`src/rtl/jtag_tap_master.sv`:
```
// Bit-banging IEEE 1149.1 TAP initiator: loads one instruction, then scans one data register
// of programmable length, returning the captured TDO bits in dr_out.
module jtag_tap_master #(
    parameter int IR_LEN     = 8,
    parameter int MAX_DR_LEN = 32,
    parameter int TCK_DIV    = 2
) (
    input  logic                            CLK,
    input  logic                            RSTN,
    input  logic                            start,
    input  logic [IR_LEN-1:0]               ir_value,
    input  logic [$clog2(MAX_DR_LEN+1)-1:0] dr_len,
    input  logic [MAX_DR_LEN-1:0]           dr_in,
    output logic                            busy,
    output logic                            done,
    output logic [MAX_DR_LEN-1:0]           dr_out,
    output logic                            TCK,
    output logic                            TMS,
    output logic                            TDI,
    input  logic                            TDO
);
    localparam int LEN_W   = $clog2(MAX_DR_LEN + 1);
    localparam int CNT_MAX = (IR_LEN > MAX_DR_LEN) ? ((IR_LEN > 6) ? IR_LEN : 6)
                                                   : ((MAX_DR_LEN > 6) ? MAX_DR_LEN : 6);
    localparam int CNT_W   = $clog2(CNT_MAX + 1);
    localparam int DIV_W   = (TCK_DIV > 2) ? $clog2(TCK_DIV) : 1;

    localparam logic [CNT_W-1:0] RST_LAST = CNT_W'(5);
    localparam logic [CNT_W-1:0] HDR_LAST = CNT_W'(3);
    localparam logic [CNT_W-1:0] IR_LAST  = CNT_W'(IR_LEN - 1);
    localparam logic [DIV_W-1:0] DIV_LAST = DIV_W'(TCK_DIV - 1);

    typedef enum logic [2:0] {
        IDLE,
        RESET_SEQ,
        HDR_IR,
        SHIFT_IR,
        HDR_DR,
        SHIFT_DR,
        TRAILER
    } state_t;

    state_t                state_q, state_d;
    logic [CNT_W-1:0]      bit_q, bit_d;
    logic [DIV_W-1:0]      div_q, div_d;
    logic                  phase_q, phase_d;
    logic                  tck_q, tck_d;
    logic                  tms_q, tms_d;
    logic                  tdi_q, tdi_d;
    logic                  busy_q, busy_d;
    logic                  done_q, done_d;
    logic [MAX_DR_LEN-1:0] dr_out_q, dr_out_d;
    logic [MAX_DR_LEN-1:0] dr_cap_q, dr_cap_d;
    logic [IR_LEN-1:0]     ir_q, ir_d;
    logic [LEN_W-1:0]      dr_len_q, dr_len_d;
    logic [MAX_DR_LEN-1:0] dr_in_q, dr_in_d;

    logic                  len_ok;
    logic                  new_period;
    logic                  dr_last;
    logic [IR_LEN-1:0]     ir_bits;
    logic [MAX_DR_LEN-1:0] dr_bits;

    // The reset state doubles as the first low phase of the Test-Logic-Reset sequence.
    always_ff @(posedge CLK or negedge RSTN) begin
        if (!RSTN) begin
            state_q  <= RESET_SEQ;
            bit_q    <= '0;
            div_q    <= '0;
            phase_q  <= 1'b0;
            tck_q    <= 1'b0;
            tms_q    <= 1'b1;
            tdi_q    <= 1'b0;
            busy_q   <= 1'b1;
            done_q   <= 1'b0;
            dr_out_q <= '0;
            dr_cap_q <= '0;
            ir_q     <= '0;
            dr_len_q <= '0;
            dr_in_q  <= '0;
        end else begin
            state_q  <= state_d;
            bit_q    <= bit_d;
            div_q    <= div_d;
            phase_q  <= phase_d;
            tck_q    <= tck_d;
            tms_q    <= tms_d;
            tdi_q    <= tdi_d;
            busy_q   <= busy_d;
            done_q   <= done_d;
            dr_out_q <= dr_out_d;
            dr_cap_q <= dr_cap_d;
            ir_q     <= ir_d;
            dr_len_q <= dr_len_d;
            dr_in_q  <= dr_in_d;
        end
    end

    assign len_ok  = (dr_len != '0) && (dr_len <= LEN_W'(MAX_DR_LEN));
    assign dr_last = (bit_q == CNT_W'(dr_len_q - 1'b1));

    always_comb begin
        state_d    = state_q;
        bit_d      = bit_q;
        div_d      = div_q;
        phase_d    = phase_q;
        tck_d      = tck_q;
        tms_d      = tms_q;
        tdi_d      = tdi_q;
        busy_d     = busy_q;
        done_d     = 1'b0;
        dr_out_d   = dr_out_q;
        dr_cap_d   = dr_cap_q;
        ir_d       = ir_q;
        dr_len_d   = dr_len_q;
        dr_in_d    = dr_in_q;
        new_period = 1'b0;
        ir_bits    = '0;
        dr_bits    = '0;

        if (state_q == IDLE) begin
            if (start && len_ok) begin
                state_d    = HDR_IR;
                bit_d      = '0;
                div_d      = '0;
                phase_d    = 1'b0;
                tck_d      = 1'b0;
                busy_d     = 1'b1;
                dr_cap_d   = '0;
                ir_d       = ir_value;
                dr_len_d   = dr_len;
                dr_in_d    = dr_in;
                new_period = 1'b1;
            end
        end else if (div_q != DIV_LAST) begin
            div_d = div_q + 1'b1;
        end else begin
            div_d = '0;
            if (!phase_q) begin
                // Rising TCK: TDO is stable here because the TAP drives it on the falling edge.
                phase_d = 1'b1;
                tck_d   = 1'b1;
                if (state_q == SHIFT_DR) begin
                    dr_cap_d = dr_cap_q | (MAX_DR_LEN'(TDO) << bit_q);
                end
            end else begin
                phase_d    = 1'b0;
                tck_d      = 1'b0;
                new_period = 1'b1;
                bit_d      = bit_q + 1'b1;
                case (state_q)
                    RESET_SEQ: if (bit_q == RST_LAST) begin
                        state_d = IDLE;
                        bit_d   = '0;
                        busy_d  = 1'b0;
                    end
                    HDR_IR: if (bit_q == HDR_LAST) begin
                        state_d = SHIFT_IR;
                        bit_d   = '0;
                    end
                    SHIFT_IR: if (bit_q == IR_LAST) begin
                        state_d = HDR_DR;
                        bit_d   = '0;
                    end
                    HDR_DR: if (bit_q == HDR_LAST) begin
                        state_d = SHIFT_DR;
                        bit_d   = '0;
                    end
                    SHIFT_DR: if (dr_last) begin
                        state_d = TRAILER;
                        bit_d   = '0;
                    end
                    TRAILER: if (bit_q == CNT_W'(1)) begin
                        state_d  = IDLE;
                        bit_d    = '0;
                        busy_d   = 1'b0;
                        done_d   = 1'b1;
                        dr_out_d = dr_cap_q;
                    end
                    default: ;
                endcase
            end
        end

        // TMS/TDI only move at the start of a low phase, from the period about to begin.
        if (new_period) begin
            tms_d = 1'b0;
            tdi_d = 1'b0;
            case (state_d)
                RESET_SEQ:      tms_d = (bit_d < RST_LAST);
                HDR_IR, HDR_DR: tms_d = (bit_d < CNT_W'(2));
                SHIFT_IR: begin
                    tms_d   = (bit_d == IR_LAST);
                    ir_bits = ir_d >> bit_d;
                    tdi_d   = ir_bits[0];
                end
                SHIFT_DR: begin
                    tms_d   = (bit_d == CNT_W'(dr_len_d - 1'b1));
                    dr_bits = dr_in_d >> bit_d;
                    tdi_d   = dr_bits[0];
                end
                TRAILER:        tms_d = (bit_d == '0);
                default: ;
            endcase
        end
    end

    assign busy   = busy_q;
    assign done   = done_q;
    assign dr_out = dr_out_q;
    assign TCK    = tck_q;
    assign TMS    = tms_q;
    assign TDI    = tdi_q;

endmodule

```
`config.mk`:
```
export PLATFORM = sky130hd
export DESIGN_NAME = jtag_tap_master
export DESIGN_NICKNAME = d
export VERILOG_FILES = /design/src/rtl/jtag_tap_master.sv
export SDC_FILE = /design/constraint.sdc
export NUM_CORES = 1
export LEC_CHECK = 0
export CORE_MARGIN = 4
export CORE_UTILIZATION = 30
export DETAILED_ROUTE_END_ITERATION = 10
export MAX_ROUTING_LAYER = met4
export PLACE_DENSITY = 0.5
export SYNTH_ARGS = -nofsm -noshare
export SYNTH_HDL_FRONTEND = slang
export SYNTH_SLANG_ARGS = --single-unit
```
`constraint.sdc`:
```
create_clock -name CLK -period 4.8 [get_ports CLK]
set_input_delay 0.72 -clock CLK [delete_from_list [all_inputs] [get_ports CLK]]
set_output_delay 0.72 -clock CLK [all_outputs]
set_load 0.1 [all_outputs]
```
# Word-level counts from Yosys, hierarchy flattened
# Index checks and enable logic that the tools add are counted.
[word_totals] regBits=125 out_inout_bits=37 elab_cells=119
[classes] add_sub_neg=4 order_cmp=3 eq_ne=23 shift=3 n_mux=56 bitwise=2 n_reduce_logical=15
[ops] cell="two-way mux 32 bit" count=7
[ops] cell="two-way mux 6 bit" count=11
[ops] cell="OR 32 bit" count=1
[ops] cell="<< shifter 1 x 6 -> 32 bit" count=1
[ops] cell=">> shifter 32 x 6 -> 1 bit" count=1
[ops] cell="two-way mux 3 bit" count=10
[ops] cell="one-hot mux 6 bit (5 select lines)" count=1
[ops] cell="two-way mux 1 bit" count=21
[ops] cell="equality test 3 bit, second input constant" count=6
[ops] cell="equality test 6 x 3 -> 1 bit, second input constant" count=3
[ops] cell="one-hot mux 3 bit (6 select lines)" count=1
[ops] cell="two-way mux 8 bit" count=2
[ops] cell="equality test 3 x 2 -> 1 bit, second input constant" count=4
[ops] cell="equality test 6 bit" count=2
[ops] cell="subtractor 6 x 1 -> 6 bit, second input constant" count=2
[ops] cell=">> shifter 8 x 6 -> 1 bit" count=1
[ops] cell="adder 6 x 1 -> 6 bit, second input constant" count=1
[ops] cell="equality test 3 x 1 -> 1 bit, second input constant" count=2
[ops] cell="equality test 6 x 1 -> 1 bit, second input constant" count=1
[ops] cell="equality test 6 x 2 -> 1 bit, second input constant" count=1
[ops] cell="less-or-equal comparator 6 bit, second input constant" count=1
[ops] cell="logical NOT 6 bit" count=1
[ops] cell="< comparator 6 x 2 -> 1 bit, second input constant" count=1
[ops] cell="< comparator 6 x 3 -> 1 bit, second input constant" count=1
[ops] cell="other kinds (16)" count=23

# Depth between registers and ports, before layout
# Gate-level depths: netlist of run 1.
[depth] ltp_word=10 depth_mapped=16 mapped_depth_nobuf=14

# Worst setup path after synthesis of run 1
# Ideal clock, no wire load.
[synth_path] kind="input-to-reg" startpoint="in dr_len[0]" endpoint="reg tms_q (netlist: TMS)" setup_ns=0.078 arrival_time_ns=3.675 required_ns=4.722 path_slack_ns=1.046 cell_stages=13 path_buffers=3 cell_sequence="or4_4 -> or4_1 -> buf_2 -> nand2_8 -> buf_2 -> buf_2 -> mux2i_1 -> ha_1 -> xnor2_1 -> a21oi_1 -> nor3_1 -> o31a_1 -> a31o_2"
[synth_via] elab_chain_len=8 word_cells_on_any_way=26
[synth_lines] element="start: declaration" line="12" source="input logic [$clog2(MAX_DR_LEN+1)-1:0] dr_len,"
[synth_lines] element="less-or-equal comparator 6 bit or nonzero test 6 bit (tied branches)" line="99" source="assign len_ok = (dr_len != '0) && (dr_len <= LEN_W'(MAX_DR_LEN));"
[synth_lines] element="logical AND 1 bit" line="99"
[synth_lines] element="logical AND 1 bit" line="122" source="if (start && len_ok) begin"
[synth_lines] element="two-way mux 6 bit or two-way mux 3 bit (tied branches)" line="122"
[synth_lines] element="two-way mux 6 bit or two-way mux 3 bit (tied branches)" line="121" source="if (state_q == IDLE) begin"
[synth_lines] element="subtractor 6 x 1 -> 6 bit (tied with other cells)" line="198" source="tms_d = (bit_d == CNT_W'(dr_len_d - 1'b1));"
[synth_lines] element="equality test 6 bit or OR reduction 2 bit (tied branches)" line="198, 189"
[synth_lines] element="one-hot mux 1 bit (5 select lines)" line="189" source="case (state_d)"
[synth_lines] element="end signal: assignment" line="87" source="tms_q <= tms_d;"
[synth_lines] element="end: declaration" line="48" source="logic tms_q, tms_d;"
# Several ways; a longest one is shown, not always the timed one.
# A chain may end at the register's enable or synchronous reset.

# Worst setup path in the final report of run 1
[layout_path] startpoint="reg bit_q[5]" endpoint="reg tdi_q (netlist: TDI)"
[layout_via] elab_chain_len=8 word_cells_on_any_way=31
[layout_lines] element="start: declaration" line="44" source="logic [CNT_W-1:0] bit_q, bit_d;"
[layout_lines] element="start signal: assignment" line="83" source="bit_q <= bit_d;"
[layout_lines] element="equality test 6 x 1 -> 1 bit (tied with other cells)" line="173" source="TRAILER: if (bit_q == CNT_W'(1)) begin"
[layout_lines] element="two-way mux 6 bit, on equally long branches"
[layout_lines] element="one-hot mux 6 bit (5 select lines) (*)" line="151" source="case (state_q)"
[layout_lines] element="two-way mux 6 bit (*)" line="139" source="if (!phase_q) begin"
[layout_lines] element="two-way mux 6 bit (*)" line="135" source="end else if (div_q != DIV_LAST) begin"
[layout_lines] element="two-way mux 6 bit (*)" line="121"
[layout_lines] element="named net bit_d[2]" line="44"
[layout_lines] element=">> shifter 32 x 6 -> 1 bit or >> shifter 8 x 6 -> 1 bit (tied branches)" line="199, 194"
[layout_lines] element="one-hot mux 1 bit (2 select lines) (*)" line="189"
[layout_lines] element="end signal: assignment" line="88" source="tdi_q <= tdi_d;"
[layout_lines] element="end: declaration" line="49" source="logic tdi_q, tdi_d;"
# Mark *: on every way through the listed nets, which the timed path passes. The rest lies on a longest branch.

==> flow_summary.json, run 1 <==
{
  "grt_setup_unrepaired": "no",
  "hold_viol": 0,
  "synth_largest_area_cell": "dfrtp_1",
  "viasPerCell": 5.01,
  "worstPathMaxFanout": 14,
  "synth_top_area_share_pct": 49.2,
  "crit_chain": "nor4b_2 -> a311oi_1 -> a311oi_2 -> nand3_1 -> a211oi_1 -> or3_1 -> inv_2 -> nor3_1 -> nor4_1 -> a41oi_2 -> o41ai_1 -> a211o_1",
  "hold_buffers": 0,
  "fp.dieH_um": 152,
  "num_vias": 4684,
  "slew_headroom_pct": 34.2,
  "grt_pass1_wl_mm": 25.6,
  "first_iter_violations": 232,
  "wl_per_cell_um": 16.8,
  "synth_fp_nets": 615,
  "synth_seq_cells": 125,
  "n_antenna_cell": 0,
  "p_comb_share_pct": 37.8,
  "dr.pass1.iters": 5,
  "fill_cells": 2003,
  "synthTopCellsByArea": "dfrtp_1 49%, mux2_2 13%, mux2i_1 3.6%",
  "track_usage_pct": 14.7,
  "ys_warn_count": 0,
  "final.setup.tns_ns": 0,
  "area_delta_synth_final_pct": 28.5,
  "skew_ns": 0.00629,
  "grt_max_degree": 77,
  "critPathRequiredTime_ns": 5.10,
  "fmax_mhz": 246,
  "io_buffers": 86,
  "critical_path_buf_inv_count": 1,
  "p_clk_share_pct": 29.5,
  "layout_commonest_cell": "dfrtp_1",
  "antenna_left": 0,
  "htree_levels": 4,
  "synth.avg_cell_area_um2": 11.1,
  "die_area_mm2": 0.0230,
  "ff2ff_setup_slack_ns": 0.73,
  "netlist_instances": 561,
  "cts_tree": "built",
  "synth_edf_count": 0,
  "finalCriticalPeriod_ns": 4.07,
  "ctsResizeCount": 0,
  "clkLatencyLatePin_ns": 0.41,
  "core_area_mm2": 0.0203,
  "cts_setup_buffers": 0,
  "antenna_found_initial": 0,
  "ys.flop_type": "dfrtp_1",
  "drc_errors": 0,
  "powerDensity_mw_per_mm2": 558,
  "dieWidth_um": 152,
  "setup_viol": 0,
  "grt_pass1_vias": 4976,
  "power_uw": 4440,
  "leakage_uw": 0.00354,
  "wl_mm": 15.7,
  "yosysUniqueCellTypes": 69,
  "cts_max_path_buffers": 2,
  "internal-power_uw": 2810,
  "place.gp.congestion": 0.879,
  "num_rows": 52,
  "switching_share_pct": 36.8,
  "worst_setup_path_end_kind": "flop",
  "worst_ep_arrival_time_ns": 4.36,
  "critPathKind": "reg2reg",
  "status": "finished, final reports clean",
  "syn_area_mm2": 0.00620,
  "root_buffer": "clkbuf_16",
  "slowest_delay_ns": 0.68,
  "ios": 87,
  "cp_top_family": "simple AND/OR/NAND/NOR gates",
  "power.switching_uw": 1630,
  "nets": 705,
  "fin_hold_ws_ns": 0.470,
  "drive_above_1_share_pct": 21.4,
  "postSynth.asyncResetShare_pct": 100,
  "cts.reportedPaths.clkPinSlew_ns": 0.06,
  "power_frac_seq_pct": 32.7,
  "worst-slew-pin-transition_ns": 0.988,
  "start_util_pct": 30.5,
  "fin_crit_sh_pct": 84.7,
  "synth-seq-area-share_pct": 50.5,
  "ir_drop_v": 0.000261,
  "max_cap_viol_count": 0,
  "cts_buffers": 17,
  "final_cell_mix": "122 x dfrtp_1, 85 x clkdlybuf4s50_1, 72 x mux2_2, 58 x nor2_1, 39 x a21oi_1",
  "cp-start-kind": "flop",
  "drv_slew": 0,
  "place_hpwl_mm": 11.2,
  "hold_class": "in2async",
  "cp_slowest_cell": "or3_1",
  "cts_sinks": 125,
  "overflow": 0
}
[cell usage after synthesis (all sizes together), types with 5 or more instances]
master    n
mux2i    22
buf      18
clkbuf   13
nor2b     8
o21ai    21
o211ai    5
xnor2    10
nand2    27
inv      16
nor4      9
mux2     72
a31oi     6
nor3     13
nor3b     8
xor2      6
dfrtp   122
nand3    14
a21oi    39
nor2     59
[worst paths after layout]
kind	endpoint	cells after the start	start
setup reg to reg	TDI	12	bit_q[5]
hold / removal	ir_q[7]	1	RSTN
max in group asynchronous	dr_cap_q[3]	2	RSTN
min in group CLK	dr_in_q[14]	1	dr_in_q[14]
hold reg to reg	dr_in_q[14]	1	dr_in_q[14]
setup / recovery	TDI	12	bit_q[5]
[metrics by stage]
step / setup slack [ns] / std cells / instance area (um^2) / utilization, %
after CTS: 0.732 / 934 / 7970 / 39.2
after floorplan: 1.05 / 561 / 6200 / -
after detailed placement: 0.303 / 902 / 7360 / 36.2
final: 0.734 / 934 / 7970 / 39.2
after global routing: 0.361 / 934 / 7970 / 39.2
after global placement: 0.362 / 902 / 7360 / 36.2
[cells by family after synthesis]
kind of cell,synth area share [%]
adder cells (fa/ha/maj),0.807
multiplexers,16.6
AO/OA/AOI/OAI,12.1
flip-flops,50.5
buffers and inverters,3.63
XOR/XNOR,2.26
AND/OR/NAND/NOR,14.1
[registers in the layout, summed over array words and instances, names as in the netlist, 3 cells and up]
register and flops:
dr_cap_q 32, dr_in_q 32, dr_out 32, ir_q 8, bit_q 6, dr_len_q 6, state_q 3
[layer usage]
metal	vias to the layer above	wire length [um]	track usage (%)
met1	2327	7350	19.7
met4	0	203	4.22
met5	-	0	-
met2	125	7550	22.5
li1	2210	-	-
met3	22	612	3.15
[power groups by stage]
stage	registers (uW)	clock network (uW)	logic, uW
global placement	1460	0	1650
CTS	1450	1350	1680
floorplan	1500	0	1170
detailed placement	1470	0	1670
finish	1450	1310	1680
global route	1480	1390	1850
[area by class of cell]
type | instances | area, um^2 | share of cell area (%)
Sequential cell | 125 | 3130 | 39.3
Multi-Input combinational cell | 389 | 2850 | 35.8
Timing Repair Buffer | 102 | 978 | 12.3
Clock buffer | 19 | 443 | 5.56
Tap cell | 270 | 338 | 4.24
Clock inverter | 13 | 166 | 2.09
Inverter | 16 | 60.1 | 0.754
Power figures use the tool's default switching activity.
==> run 2: changes to the inputs <==
--- a/config.mk
+++ b/config.mk
@@ -9,7 +9,7 @@
 export CORE_UTILIZATION = 30
 export DETAILED_ROUTE_END_ITERATION = 10
 export MAX_ROUTING_LAYER = met4
-export PLACE_DENSITY = 0.5
+export PLACE_DENSITY = 0.52
 export SYNTH_ARGS = -nofsm -noshare
 export SYNTH_HDL_FRONTEND = slang
 export SYNTH_SLANG_ARGS = --single-unit
==> constraint.sdc (replaced) <==
create_clock -name CLK -period 3.5 [get_ports CLK]
set_input_delay 0.525 -clock CLK [delete_from_list [all_inputs] [get_ports CLK]]
set_output_delay 0.525 -clock CLK [all_outputs]
set_load 0.1 [all_outputs]
==> flow_summary.json, run 2 (synthesis results as in run 1) <==
{
  "status": "finished, final reports clean",
  "power_frac_seq_pct": 28.4,
  "p_clk_share_pct": 26.1,
  "cts_max_path_buffers": 2,
  "cts_buffers": 17,
  "area_delta_synth_final_pct": 42.7,
  "antenna_found_initial": 0,
  "clkLatencyLatePin_ns": 0.41,
  "cp-start-kind": "flop",
  "skew_ns": 0.00652,
  "ios": 87,
  "grt_pass1_vias": 5148,
  "core_area_mm2": 0.0203,
  "critPathRequiredTime_ns": 3.79,
  "powerDensity_mw_per_mm2": 772,
  "htree_levels": 4,
  "layout_commonest_cell": "dfrtp_1",
  "hold_viol": 0,
  "dp_slack_ns": -0.448,
  "root_buffer": "clkbuf_16",
  "rr_worst_depth": 13,
  "slew_headroom_pct": 33.8,
  "io_buffers": 86,
  "cts_tree": "built",
  "fp.dieH_um": 152,
  "worst_r2r_startpoint": "dr_len_q[1]",
  "worst_ep_arrival_time_ns": 3.73,
  "num_rows": 52,
  "final_cell_area_mm2": 0.00885,
  "internal-power_uw": 4360,
  "max_cap_viol_count": 0,
  "fill_cells": 1919,
  "num_vias": 4960,
  "final_cell_mix": "122 x dfrtp_1, 94 x buf_4, 80 x clkdlybuf4s50_1, 72 x mux2_2, 58 x nor2_1",
  "startpoint": "dr_len_q[1]",
  "cts_sinks": 125,
  "dieWidth_um": 152,
  "ff2ff_setup_slack_ns": 0.06,
  "grt_max_degree": 68,
  "dr.pass1.iters": 5,
  "ir_drop_v": 0.000364,
  "critPathKind": "reg2reg",
  "setup_viol": 0,
  "track_usage_pct": 15.3,
  "p_comb_share_pct": 45.4,
  "finalNonFillerCells": 1016,
  "switching_share_pct": 36.1,
  "fmax_mhz": 290,
  "leakage_uw": 0.00403,
  "viasPerCell": 4.88,
  "place_hpwl_mm": 12.4,
  "hold_class": "in2async",
  "n_antenna_cell": 0,
  "overflow": 0,
  "cts.reportedPaths.clkPinSlew_ns": 0.05,
  "power_uw": 6830,
  "grt_pass1_wl_mm": 26.8,
  "drc_errors": 0,
  "wl_per_cell_um": 16.7,
  "setup_ws_ns": 0.0576,
  "first_iter_violations": 222,
  "drive_above_1_share_pct": 34.2,
  "fin_crit_sh_pct": 98.4,
  "worstPathMaxFanout": 5,
  "finalCriticalPeriod_ns": 3.44,
  "start_util_pct": 30.5,
  "place_area_mm2": 0.00794,
  "hold_buffers": 0,
  "power.switching_uw": 2470,
  "place.gp.congestion": 0.835,
  "worst-slew-pin-transition_ns": 0.990,
  "wl_mm": 17.0,
  "drv_slew": 0,
  "crit_end": "TDI",
  "die_area_mm2": 0.0230,
  "nets": 787,
  "antenna_left": 0,
  "rr_endpoint": "TDI",
  "worst_setup_path_end_kind": "flop",
  "dp.cells": 973
}
## run 2: changes by cell type in the layout (fill, tap and decap cells not counted), moves of 3 or more
cell,before,now
or3_1,4,1
clkbuf_8,1,4
clkdlybuf4s50_1,85,80
nor3_2,0,3
or3_4,0,3
inv_1,15,12
nor3_1,13,10
dlymetal6s2s_1,0,3
buf_4,17,94
buf_12,0,3
## run 2: cell type report
cell class	instances	area (um^2)	area share, %
flip-flops and latches	125	3130	35.4
multi-input cells	389	3020	34.1
repair buffers	184	1680	19.0
clock buffers	21	480	5.43
well taps	270	338	3.82
clock inverters	11	133	1.50
inverters	16	63.8	0.721
## run 2: how the worst min path moves through the flow
stage	to	slack [ns]	depth (start not counted)
after floorplan	TCK	0.23	0
after global placement	dr_in_q[10]	0.48	2
after detailed placement	dr_in_q[10]	0.48	2
after CTS	dr_in_q[21]	0.28	2
after global routing	dr_in_q[21]	0.32	2
final	dr_in_q[21]	0.25	2
## run 2: critical path, stage by stage, from the launching register on
cell	delay [ns]
dfrtp_1	0.38
or3_4	0.41
o31a_1	0.28
nor4_4	0.40
nand3_2	0.20
a211oi_2	0.29
or3_4	0.18
buf_12	0.12
buf_8	0.13
mux2i_1	0.20
mux2i_1	0.09
mux2i_1	0.27
a2111oi_2	0.12
a211o_1	0.24
## run 2: power groups by stage
stage	Clock, uW	Combinational [uW]	Sequential [uW]
2_1_floorplan	0	1610	2060
3_3_place_gp	0	2740	1960
3_5_place_dp	0	2780	1960
4_1_cts	1830	2810	1940
5_1_grt	1900	3350	1980
6_report	1790	3100	1940
## run 2: metal layers
metal  share of wire [%]  track usage, %
met2                  48            24.3
met5                   0               -
met1                  47            20.1
met4                 1.2            4.45
met3                 3.5            2.97
## run 2: through the flow
step | hold WS (ns) | util (%) | TNS [ns]
after floorplan | 0.229 | - | 0
after global placement | 0.476 | 39.1 | -0.900
after detailed placement | 0.481 | 39.1 | -1.35
after CTS | 0.283 | 42.2 | 0
after global routing | 0.318 | 43.6 | -0.0130
final | 0.247 | 43.6 | 0
## run 2: repair_timing
item                       CTS  global route
gates cloned                 0             1
hold endpoints to repair     0             0
buffers inserted             0            10
resized for setup            4            39
pin swaps                    0            17
setup endpoints to repair    2             2
==> run 3: changes to the inputs <==
--- a/config.mk
+++ b/config.mk
@@ -7,6 +7,8 @@
 export LEC_CHECK = 0
 export CORE_MARGIN = 4
 export CORE_UTILIZATION = 30
+export CTS_CLUSTER_DIAMETER = 80
+export CTS_CLUSTER_SIZE = 14
 export DETAILED_ROUTE_END_ITERATION = 10
 export MAX_ROUTING_LAYER = met4
 export PLACE_DENSITY = 0.52
==> results of run 3 <==
Final layout, timing and power as in run 2 (identical DEF).
